### src/rtl/fetch_sequencer.sv
// Front-end fetch sequencer: PC register, imem read, and a 2-entry
// {pc, instr} buffer toward decode with redirect and fault handling.
module fetch_sequencer #(
  parameter logic [31:0] RESET_PC  = 32'h0000_0000,
  parameter int unsigned MEM_WORDS = 128
) (
  input  logic        clock,
  input  logic        reset,
  input  logic        fetch_enable,
  input  logic        redirect_valid,
  input  logic [31:0] redirect_pc,
  output logic [31:0] imem_addr,
  input  logic [31:0] imem_instr,
  output logic        out_valid,
  input  logic        out_ready,
  output logic [31:0] out_pc,
  output logic [31:0] out_instr,
  output logic        fault
);

  typedef struct packed {
    logic [31:0] pc;
    logic [31:0] instr;
  } entry_t;

  // 33 bits so a full 4 GiB memory size still compares correctly
  localparam logic [32:0] MEM_BYTES = 33'(MEM_WORDS) << 2;

  logic [31:0] pc_q, pc_d;
  logic        fault_q, fault_d;
  logic [1:0]  count_q, count_d;
  logic        wr_q, wr_d;
  logic        rd_q, rd_d;
  entry_t      buf_q [2];

  logic   pop;
  logic   bad;
  logic   can_fetch;
  logic   push;
  logic   fault_set;
  entry_t ent;

  always_comb begin
    pop       = (count_q != 2'd0) & out_ready;
    bad       = ({1'b0, pc_q} >= MEM_BYTES)
              | (pc_q[1:0] != 2'b00);
    can_fetch = fetch_enable & ~fault_q & ~redirect_valid;
    push      = can_fetch & ~bad
              & ((count_q != 2'd2) | pop);
    fault_set = can_fetch & bad;
    ent       = '{pc: pc_q, instr: imem_instr};
  end

  always_comb begin
    pc_d    = pc_q;
    fault_d = fault_q;
    count_d = count_q;
    wr_d    = wr_q;
    rd_d    = rd_q;
    if (redirect_valid) begin
      pc_d    = redirect_pc;
      fault_d = 1'b0;
      count_d = 2'd0;
      wr_d    = 1'b0;
      rd_d    = 1'b0;
    end else begin
      if (push) begin
        pc_d = pc_q + 32'd4;
        wr_d = ~wr_q;
      end
      if (pop) begin
        rd_d = ~rd_q;
      end
      if (fault_set) begin
        fault_d = 1'b1;
      end
      count_d = count_q + {1'b0, push} - {1'b0, pop};
    end
  end

  always_ff @(posedge clock or posedge reset) begin
    if (reset) begin
      pc_q    <= RESET_PC;
      fault_q <= 1'b0;
      count_q <= 2'd0;
      wr_q    <= 1'b0;
      rd_q    <= 1'b0;
    end else begin
      pc_q    <= pc_d;
      fault_q <= fault_d;
      count_q <= count_d;
      wr_q    <= wr_d;
      rd_q    <= rd_d;
    end
  end

  // Slot under the read pointer is never written while it is the
  // un-popped head, so head outputs stay stable under backpressure.
  always_ff @(posedge clock or posedge reset) begin
    if (reset) begin
      buf_q[0] <= '0;
      buf_q[1] <= '0;
    end else if (push) begin
      buf_q[wr_q] <= ent;
    end
  end

  assign imem_addr = pc_q;
  assign out_valid = (count_q != 2'd0);
  assign out_pc    = buf_q[rd_q].pc;
  assign out_instr = buf_q[rd_q].instr;
  assign fault     = fault_q;

endmodule

### config.mk
export PLATFORM = sky130hd
export DESIGN_NAME = fetch_sequencer
export DESIGN_NICKNAME = d
export VERILOG_FILES = /design/src/rtl/fetch_sequencer.sv
export SDC_FILE = /design/constraint.sdc
export NUM_CORES = 1
export LEC_CHECK = 0
export CAP_MARGIN = 20
export CELL_PAD_IN_SITES_DETAIL_PLACEMENT = 1
export CELL_PAD_IN_SITES_GLOBAL_PLACEMENT = 1
export CORE_MARGIN = 1
export CORE_UTILIZATION = 41
export CTS_CLUSTER_DIAMETER = 30
export CTS_CLUSTER_SIZE = 14
export DETAILED_ROUTE_END_ITERATION = 10
export GPL_TIMING_DRIVEN = 0
export PLACE_DENSITY = 0.82
export SYNTH_ARGS = -nofsm -noshare
export SYNTH_HDL_FRONTEND = slang
export SYNTH_SLANG_ARGS = --single-unit
### constraint.sdc
create_clock -name clock -period 8.75 [get_ports clock]
set_clock_uncertainty 0.2 [all_clocks]
set_input_delay 2.625 -clock clock [delete_from_list [all_inputs] [get_ports clock]]
set_output_delay 2.625 -clock clock [all_outputs]
set_load 0.005 [all_outputs]
Yosys cells after proc, flatten, opt, wreduce, memory -nomap -nowiden
Index checks and enable logic that the tools add are counted.
{"block": "totals", "wordCells": 53, "input_bits": 69, "reg_bits": 165, "ram_bits": 0, "n_memories": 0, "rom_bits": 0, "output_inout_bits": 98, "latchBits": 0}
{"block": "op_classes", "n_shift": 0, "n_lt_le_gt_ge": 4, "n_div": 0, "multipliers": 0, "bitwise_logic": 15, "addsub": 3, "reduce_logical": 6, "mux": 15, "n_eq_ne": 1}
{"operator": "$mux 64", "n": 4}
{"operator": "$bwmux 128", "n": 1}
{"operator": "$demux 64 s1", "n": 1}
{"operator": "$mux 32", "n": 2}
{"operator": "$add 32x3->32 const B", "n": 1}
{"operator": "$ge 32x10->1 const B", "n": 1}
{"operator": "$reduce_bool 2->1", "n": 5}
{"operator": "$and 1x1->1", "n": 6}
{"operator": "$mux 1", "n": 6}
{"operator": "$not 1->1", "n": 5}
{"operator": "$ge 2x2->1 const B", "n": 2}
{"operator": "$not 1->2", "n": 2}
{"operator": "$add 2x1->2", "n": 1}
{"operator": "$lt 2x1->1 const B", "n": 1}
{"operator": "$mux 2", "n": 1}
{"operator": "$ne 2x2->1 const B", "n": 1}
{"operator": "$or 1x1->1", "n": 2}
{"operator": "$sub 2x1->2", "n": 1}
{"operator": "$logic_and 1x1->1", "n": 1}

Longest topological paths before layout
{"block": "depth", "depth_word": 8, "ltp_mapped": 9, "mapped_depth_nobuf": 8}

Worst setup path after synthesis
Ideal clock, no wire load.
{"block": "synth_path", "kind": "input port to flip-flop", "from": "in redirect_valid", "to": "reg count_q[1]", "path_buffers": 1, "arrival_time_ps": 4193, "path_slack_ps": 4232, "setup_ps": 125, "path_stages": 9, "cell_sequence": "nor3b_1 > nand4_1 > clkbuf_1 > nor3_1 > a21o_1 > ha_1 > xnor2_1 > and2_1 > mux2_2"}
{"block": "synth_between", "elab_chain_len": 7}
{"element": "start: declaration", "line_no": "10", "text": "input logic redirect_valid,"}
{"element": "$not 1->1", "line_no": "47", "text": "can_fetch = fetch_enable & ~fault_q & ~redirect_valid;"}
{"element": "$and 1x1->1", "line_no": "47"}
{"element": "$and 1x1->1", "line_no": "48", "text": "push = can_fetch & ~bad"}
{"element": "$and 1x1->1", "line_no": "49", "text": "& ((count_q != 2'd2) | pop);"}
{"element": "$add 2x1->2", "line_no": "77", "text": "count_d = count_q + {1'b0, push} - {1'b0, pop};"}
{"element": "$sub 2x1->2", "line_no": "77"}
{"element": "$mux 2 *", "line_no": "60", "text": "if (redirect_valid) begin"}
{"element": "via count_d[1]", "line_no": "31", "text": "logic [1:0] count_q, count_d;"}
{"element": "end signal: assignment", "line_no": "91", "text": "count_q <= count_d;"}
{"element": "end: declaration", "line_no": "31"}
The timed path passes the listed nets; every way through them passes the cells marked *.
A chain may end at the register's enable or synchronous reset.

Final worst setup path
{"block": "layout_path", "from": "reg rd_q", "to": "out out_pc[1]"}
{"block": "layout_between", "elab_chain_len": 4}
{"element": "start: declaration", "line_no": "33", "text": "logic rd_q, rd_d;"}
{"element": "start signal: assignment", "line_no": "93", "text": "rd_q <= rd_d;"}
{"element": "$not 1->2 (not written as such)", "line_no": "110", "text": "assign out_pc = buf_q[rd_q].pc;"}
{"element": "$mux 64 (3 in a row)"}
{"element": "end: declaration", "line_no": "16", "text": "output logic [31:0] out_pc,"}
Every way passes these cells. The select of a mux whose other input is x is not followed.

==> results.md <==
* Slew Limit Fails at 0
* Final #Nets at 760
* Layout Cell Area excl Fill at a little under 0.01 mm2
* Yosys warnings at 0
* Synth area leader: dfrtp_1
* Drt pass-1 iters at 4
* Die height at 134 um
* Max Clk Rate at between 150 and 200 MHz
* CTS buffer count at 17
* Register area at around 0.0041 mm2
* Vias in the first global route at around 5500
* XOR/XNOR share of the synthesized area at 0.00245
* Clock buffer depth at 2
* CP max-delay cell: clkbuf_1
* Distinct cells, synth at 41
* Antenna cells at 0
* Final wirelength at approximately 18000 um
* Cell area after synthesis at about 0.0072 mm2
* Slew @ Worst Pin at between 700 and 800 ps
* Die area at approximately 0.018 mm2
* Primary FF master, synth: dfrtp_1
* Initial antenna violation count at 0
* Synth Instances at 502
* Layout area overhead at 36.0%
* Hold Vio Cnt, Final at 0
* Core Box Area at ~0.017 mm2
* Clk_lat worst skew at 430 ps
* CTS tree: yes
* Slew headroom at 0.508
* Post-synthesis adder-cell area fraction at 0.00524
* Avg WL per Cell at ~19 um
* Cts hold-fix bufs at 0
* Setup CP Type: flip-flop to primary output
* Register area share after synthesis at 0.577
* Critical path cell sequence: clkbuf_1 > clkbuf_1 > mux2_2 > clkdlybuf4s50_1
* Die X at 134 um
* Final Setup Violations at 0
* # resized after CTS at 0
* Synth top area share at 0.577
* Syn_area_per_cell at ~14 um2
* Fraction of layout cells with a size suffix above 1 at 0.287
* Via density at between 5 and 6
* Worst Path Arrival at between 2000 and 3000 ps
* Stages on the worst setup path at 4
* Kind of cell adding the most delay to the critical path: buffers and inverters
* Hold Path Depth at 1
* Post-CTS setup buffers at 0
* Peak supply drop at 133 uV
* # DRC at 0
* CP Max Fanout at 10
* Top post-synthesis cells by area: dfrtp_1 58%, mux2_2 20%, mux2_4 5.0%, and2_1 4.5%, mux2_1 2.4%
* CP Launch Point: rd_q
* HP Class: flip-flop to flip-flop
* # rows at 47
* Worst r2r src: imem_addr[11]
* IO buf count at about 170
* Outcome: complete, no violations
* Clock Sinks at about 170
* # IOs at ~170
* Synth Area in Compound Gates at 0.0253
* Dpl hpwl at around 13000 um
* Crit. End Element: primary output
* H-tree depth at 4
* Final ANT Viol Nets at 0
* Hold path start: buf_q[118]
* Starting DRT DRC Count at roughly 150
* Largest net degree at the start of global routing at between 100 and 150
* Tot GR Track Use at 0.217
* Cell count of the worst reg-to-reg path at 9
* Grt ovf at 0
* Leak at approximately 4.6 nW
* Most frequent cell on the critical path: clkbuf_1
* Starting Density at 0.426
* Crit share post-route at 0.635
* Buf/Inv on CP at 3
* Synth Area in Simple Gates at 0.0912
* Startpoint types: flip-flop
* # fillers at between 1500 and 2000
* Worst-path clk slew at around 60 ps
* Crit path time final at 5560 ps
* Post-synthesis mux area share at 0.277
* Pwr Total at 1.68 mW
* Routability cong. at 0.802
* Worst EP required at 5930 ps
* Area of the multi-input gates at 0.00287 mm2
* Pwr Density at about 170 mW/mm2
* Post-synthesis register bit count at 165
* DR vias at between 4000 and 5000
* Synthesized net count at roughly 570
* Root buf cell: clkbuf_16
* Post-DP Area at ~0.0091 mm2
* Ys async rst share at 1.00
* RSZ-0062 raised after global routing: no
* Max-cap violation count at 0
* First-pass GRT wire length at around 30000 um
* Critical path's largest stage delay at 580 ps
* Post-synth EDFFs at 0
* Largest family of logic cells by synthesized area: multiplexers
[layer usage]
metal / share of wire / GRT usage / vias to the layer above
met5: 0 / 0 / -
met4: 0.016 / 0.0680 / 0
met3: 0.060 / 0.0695 / 23
met2: 0.52 / 0.380 / 133
met1: 0.41 / 0.253 / 2447
li1: - / - / 2157
[placed cells by master, fill, tap and decap left out, types with 2 or more instances in the layout]
cell type,count
clkinvlp_4,2
o211ai_1,2
nand4_1,5
and4_1,2
nand3_1,8
nor4_2,5
mux2_4,24
o21ai_0,5
and2_1,51
clkbuf_16,17
buf_6,4
inv_6,5
a21oi_1,2
bufinv_16,3
nand4_2,2
nand2b_1,2
o41a_1,4
nor3_1,4
clkinv_2,4
clkdlybuf4s50_1,166
mux2_2,128
ha_1,3
buf_2,3
mux2_1,15
o311ai_0,4
dfrtp_1,165
buf_1,3
nand2_1,14
inv_1,4
nor2_1,7
clkbuf_1,19
[final timing paths]
| check | endpoint | slack [ps] |
|---|---|---|
| max | out_pc[1] | 3190 |
| min | buf_q[118] | 280 |
| max reg2reg | count_q[1] | 5870 |
| min reg2reg | buf_q[118] | 280 |
| max in group asynchronous | buf_q[11] | 5040 |
| min in group asynchronous | imem_addr[26] | 2410 |
[report_power, final]
part / switching [mW] / internal (mW) / leakage (nW) / total (mW)
clock: 0.317 / 0.452 / 0.295 / 0.769
sequential: 0.0190 / 0.778 / 2.23 / 0.797
combinational: 0.0439 / 0.0698 / 2.07 / 0.114
[cell families after synthesis]
logic type,Yosys count
buf+inv,34
flops,165
mux,168
simple gates,107
xor+xnor,2
compound gates,23
fa+ha+maj,3
[Yosys cell counts, types with 2 or more instances]
library cell and n:
dfrtp_1 165, mux2_2 128, and2_1 51, mux2_4 24
clkbuf_1 19, mux2_1 15, nand2_1 14, nand3_1 8
nor2_1 7, inv_1 5, nand4_1 5, nor4_2 5
o21ai_0 5, buf_6 4, nor3_1 4, o311ai_0 4
o41a_1 4, buf_1 3, buf_2 3, ha_1 3
a21oi_1 2, and4_1 2, nand2b_1 2, nand4_2 2
o211ai_1 2
[layout make-up]
cell class	count	share of cell area
sequential	165	0.424
multi-input combinational	303	0.295
timing repair buffer	167	0.173
clock buffer	17	0.0437
tap	220	0.0283
clock inverter	15	0.0182
buffer	29	0.0147
inverter	5	0.00270
[sequential cells by signal, summed over array words and instances (netlist names)]
| register | flops |
|---|---|
| rd_q | 1 |
| buf_q | 128 |
| imem_addr | 32 |
| fault | 1 |
| count_q | 2 |
| wr_q | 1 |
[through the flow]
step | hold WS [ps] | utilization | setup WS, ps | TNS [ps] | instances
finish | 280 | 0.579 | 3190 | 0 | 921
detailed placement | 267 | 0.543 | 3410 | 0 | 889
global placement | 263 | 0.541 | -499 | -79690 | 888
floorplan | 247 | - | 1460 | 0 | 502
global route | 294 | 0.579 | 3020 | 0 | 921
CTS | 286 | 0.579 | 3110 | 0 | 921
[worst reg2reg max path, cell delays in order, from the launching register on]
cell and delay, ps:
dfrtp_1 410, nor4_2 390, nand4_2 250, clkbuf_1 290
nor3_1 390, a21o_1 180, ha_1 150, xnor2_1 80
and2_1 160, mux2_2 260
Power figures use the tool's default switching activity.
